### src/rtl/bin2bcd_seq_pkg.sv
// Shared constants and FSM state type for the sequential binary-to-BCD converter.
package bin2bcd_seq_pkg;

  localparam int unsigned BcdW    = 4;
  localparam int unsigned NBcdNib = 5;
  localparam int unsigned MaxDec  = 9999;

  typedef enum logic [1:0] {
    StIdle,
    StShift,
    StDone
  } state_e;

endpackage

### src/rtl/bcd_adj3.sv
// Double-dabble nibble correction: add 3 when the BCD nibble is 5 or more.
module bcd_adj3
  import bin2bcd_seq_pkg::*;
(
  input  logic [BcdW-1:0] nib_i,
  output logic [BcdW-1:0] nib_o
);

  always_comb begin
    nib_o = nib_i;
    if (nib_i >= BcdW'(5)) begin
      nib_o = nib_i + BcdW'(3);
    end
  end

endmodule

### src/rtl/bin2bcd_seq.sv
// Iterative double-dabble binary-to-BCD converter, one input bit per clock,
// with start/busy/done handshake and saturating, registered digit outputs.
module bin2bcd_seq
  import bin2bcd_seq_pkg::*;
#(
  parameter int unsigned BIN_W   = 14,
  parameter int unsigned MAX_DEC = MaxDec
) (
  input  logic             clk,
  input  logic             rst_n,
  input  logic             start_i,
  input  logic [BIN_W-1:0] value_i,
  output logic             busy_o,
  output logic             done_o,
  output logic             ovf_o,
  output logic [BcdW-1:0]  digit1_o,
  output logic [BcdW-1:0]  digit2_o,
  output logic [BcdW-1:0]  digit3_o,
  output logic [BcdW-1:0]  digit4_o
);

  localparam int unsigned SrW  = NBcdNib * BcdW + BIN_W;
  localparam int unsigned CntW = $clog2(BIN_W);

  state_e                     state_q;
  logic [SrW-1:0]             sr_q;
  logic [SrW-1:0]             sr_adj;
  logic [CntW-1:0]            cnt_q;
  logic                       sat_q;
  logic                       done_q;
  logic                       ovf_q;
  logic [3:0][BcdW-1:0]       dig_q;

  // Binary part passes through; each BCD nibble above it is corrected before the shift.
  assign sr_adj[BIN_W-1:0] = sr_q[BIN_W-1:0];

  for (genvar g = 0; g < NBcdNib; g++) begin : gen_adj
    bcd_adj3 u_adj (
      .nib_i (sr_q[BIN_W + g*BcdW +: BcdW]),
      .nib_o (sr_adj[BIN_W + g*BcdW +: BcdW])
    );
  end

  always_ff @(posedge clk or negedge rst_n) begin
    if (!rst_n) begin
      state_q <= StIdle;
      sr_q    <= '0;
      cnt_q   <= '0;
      sat_q   <= 1'b0;
      done_q  <= 1'b0;
      ovf_q   <= 1'b0;
      dig_q   <= '0;
    end else begin
      done_q <= 1'b0;
      unique case (state_q)
        StIdle: begin
          if (start_i) begin
            sr_q    <= SrW'(value_i);
            cnt_q   <= '0;
            sat_q   <= (32'(value_i) > MAX_DEC);
            state_q <= StShift;
          end
        end
        StShift: begin
          sr_q  <= sr_adj << 1;
          cnt_q <= cnt_q + 1'b1;
          if (cnt_q == CntW'(BIN_W - 1)) begin
            state_q <= StDone;
          end
        end
        StDone: begin
          done_q <= 1'b1;
          ovf_q  <= sat_q;
          for (int i = 0; i < 4; i++) begin
            dig_q[i] <= sat_q ? BcdW'(9) : sr_q[BIN_W + i*BcdW +: BcdW];
          end
          state_q <= StIdle;
        end
        default: state_q <= StIdle;
      endcase
    end
  end

  assign busy_o   = (state_q != StIdle);
  assign done_o   = done_q;
  assign ovf_o    = ovf_q;
  assign digit1_o = dig_q[0];
  assign digit2_o = dig_q[1];
  assign digit3_o = dig_q[2];
  assign digit4_o = dig_q[3];

endmodule
### config.mk
export PLATFORM = sky130hd
export DESIGN_NAME = bin2bcd_seq
export DESIGN_NICKNAME = d
export VERILOG_FILES = /design/src/rtl/bin2bcd_seq_pkg.sv /design/src/rtl/bcd_adj3.sv /design/src/rtl/bin2bcd_seq.sv
export SDC_FILE = /design/constraint.sdc
export NUM_CORES = 1
export LEC_CHECK = 0
export CAP_MARGIN = 20
export CELL_PAD_IN_SITES_DETAIL_PLACEMENT = 1
export CELL_PAD_IN_SITES_GLOBAL_PLACEMENT = 1
export CORE_AREA = 8 8 65 108
export DETAILED_ROUTE_END_ITERATION = 10
export DIE_AREA = 0 0 73 116
export DONT_BUFFER_PORTS = 1
export GPL_ROUTABILITY_DRIVEN = 0
export PLACE_DENSITY_LB_ADDON = 0.1
export SYNTH_ARGS = -nofsm -noshare
export SYNTH_HDL_FRONTEND = slang
export SYNTH_SLANG_ARGS = --single-unit
### constraint.sdc
create_clock -name clk -period 1.9 [get_ports clk]
set_input_delay 0.285 -clock clk [delete_from_list [all_inputs] [get_ports clk]]
set_output_delay 0.285 -clock clk [all_outputs]
set_load 0.005 [all_outputs]
==> out/qor.yml <==
nets: 288
die_width_um: 73
power.density_nw_per_um2: 1660
r2r_cells: 6
post_cts_resized: 0
endpoint: "sr_q[20]"
crit_type: "reg2reg"
utilization: 0.502
drt_iter0_markers: 67
dieArea_um2: 8470
wirelength_um: 5450
max_clock_freq_mhz: 595
p_leak_nw: 1.27
finalSetupViolCount: 0
antenna_cells: 0
synthesis.nets: 286
fill_cells: 629
post-cts-setup-buffer-count: 0
io_buffers: 0
drcViolationCount: 0
area_delta_synth_final_pct: 8.44
dp_hpwl_um: 3990
core_um2: 5540
regToRegStartpoint: "sr_q[19]"
p_switching_mw: 1.82
ir_drop_v: 0.000746
reg2reg_to: "sr_q[20]"
rows: 36
grt_pass1_vias: 1895
critPathLaunch: "sr_q[19]"
drt_pass1_iterations: 4
cts_tree: "built"
tns_ns: 0
drive_above_1_share: 0.0881
initial_core_util: 0.463
status: "completed"
grtUsageTotal: 0.141
hold_path.class: "in2reg"
antenna_found_initial: 0
cts_max_level: 2
fin_crit_sh: 0.885
tightest_slew_ns: 0.570
cts_buffers: 5
rsz0062_at_grt: "no"
r2r_slack_ns: 0.22
grt_first_pass_wirelength_um: 9450
io_pins: 36
synth_area_per_cell_um2: 9.90
netlist_instances: 259
switching_share: 0.393
drv_slew: 0
start_kind: "flop"
clock_path_buffers: 2
worstSetupEndpointType: "flop"
skew_ns: 0.00618
synth_warnings: 0
crit_arrival_ns: 1.91
die_h_um: 116
cp.required_ns: 2.13
root_buffer: "clkbuf_8"
clkSlewWorstSetupHoldPaths_ns: 0.09
min_period_ns: 1.68
seq_area_frac_synth: 0.537
fin_hold_ws_ns: 0.0889
via_count: 1830
ctsHoldBuffers: 2
ant_nets: 0
stdcell_area_um2: 2780
cap_viol_max_count: 0
syn-cell-area_um2: 2560
grt_max_degree: 56
finalHoldViolCount: 0
ys_ff_latch: 55
max-slew-margin-rel: 0.620
combPwrFrac: 0.401
wl_per_cell_um: 16.2
p_clk_frac: 0.139
ys_types: 33
placed_area_um2: 2660
avgViaCountPerCell: 5.43
overflow: 0
clock_sinks: 55
p_int_mw: 2.81
clk_latency_ns: 0.30
seqPwrFrac: 0.460
crit_fanout: 4
## cells in the mapped netlist (all sizes together)
master	count	area share
and2b	1	0.0029
mux2	3	0.013
nand3	14	0.027
o31ai	12	0.035
or2	1	0.0024
nor4	1	0.0024
nand4	1	0.0024
xor2	3	0.010
inv	10	0.015
a311o	2	0.0078
a22oi	6	0.018
o21ai	26	0.051
or2b	1	0.0029
nor3	2	0.0039
xnor2	4	0.014
buf	6	0.018
ha	10	0.049
nand2	36	0.056
dfrtp	55	0.54
o311ai	1	0.0034
and2	1	0.0024
nor2	24	0.035
nor3b	1	0.0049
clkbuf	10	0.015
o22ai	7	0.017
a32o	4	0.016
a21oi	4	0.0078
and3	3	0.0073
or3b	1	0.0034
nand2b	9	0.022
## cell usage in the layout (no fill, tap or decap), drive strengths merged
cell / n
or2: 1
nand3: 14
o22ai: 7
buf: 10
inv: 10
clkinv: 1
or2b: 1
o21ai: 26
nor4: 1
clkbuf: 6
a32o: 4
a21oi: 4
nand2: 36
xnor2: 4
xor2: 3
dlygate4sd3: 1
and2b: 1
dfrtp: 55
o31ai: 12
or3b: 1
nor2: 24
mux2: 3
o311ai: 1
ha: 10
and3: 3
a311o: 2
a22oi: 6
nand2b: 9
and2: 1
nor3: 2
nor3b: 1
nand4: 1
## power by group through the flow
stage	combinational, mW	sequential [mW]	clock, mW
floorplan	1.52	2.00	0
global placement	1.80	2.15	0
detailed placement	1.86	2.17	0
CTS	1.90	2.14	0.676
global route	2.14	2.22	0.717
finish	1.85	2.13	0.644
## worst min path at each step
stage / from / to / slack (ns) / depth (start not counted)
floorplan: rst_n / cnt_q[0] / -0.01 / 0
global placement: rst_n / digit4_o[3] / -0.009 / 0
detailed placement: rst_n / digit4_o[2] / -0.009 / 0
CTS: value_i[0] / sr_q[0] / 0.08 / 2
global route: value_i[0] / sr_q[0] / 0.08 / 2
finish: value_i[0] / sr_q[0] / 0.09 / 2
## state kept, by name, summed over array words and instances (netlist names)
signal and flops:
sr_q 30, cnt_q 4, digit1_o 4, digit2_o 4, digit3_o 4, digit4_o 4
state_q 2, done_o 1, ovf_o 1, sat_q 1
## metrics by stage
step / power, mW / worst slack (ns) / instances
6_report: 4.62 / 0.219 / 337
5_1_grt: 5.08 / 0.0600 / 337
4_1_cts: 4.72 / 0.207 / 337
3_5_place_dp: 4.03 / 0.220 / 328
3_3_place_gp: 3.95 / 0.270 / 328
2_1_floorplan: 3.51 / 0.385 / 259
## cell type report
cell class                      count  area (um2)  area share
Sequential cell                    55        1380       0.495
Multi-Input combinational cell    178        1070       0.384
Timing Repair Buffer               11         118      0.0423
Tap cell                           76        95.1      0.0342
Clock buffer                        6        82.6      0.0297
Inverter                           10        37.5      0.0135
Clock inverter                      1        5.00     0.00180
## worst max-delay path, cell delays in order, from the launching register on
cell and delay [ns]:
dfrtp_1 0.41, inv_1 0.13, ha_1 0.21, nand2b_1 0.07, a21oi_1 0.29, mux2_2 0.37
o21ai_0 0.14
## metal layers
metal / part of all wire / GRT usage / routed length, um
met3: 0.059 / 0.0407 / 320
met4: 0.019 / 0.0538 / 103
met1: 0.42 / 0.164 / 2270
met5: 0 / 0 / 0
met2: 0.51 / 0.238 / 2760
## cells by family (layout without fill, tap and decap cells)
kind of cell | after synthesis | after routing | synth area share
AO/OA/AOI/OAI | 62 | 62 | 0.155
XOR/XNOR | 7 | 7 | 0.0239
adder cells (fa/ha/maj) | 10 | 10 | 0.0488
buffers and inverters | 26 | 28 | 0.0473
flip-flops | 55 | 55 | 0.537
multiplexers | 3 | 3 | 0.0132
AND/OR/NAND/NOR | 96 | 96 | 0.175
(Power assumes the default switching activity.)
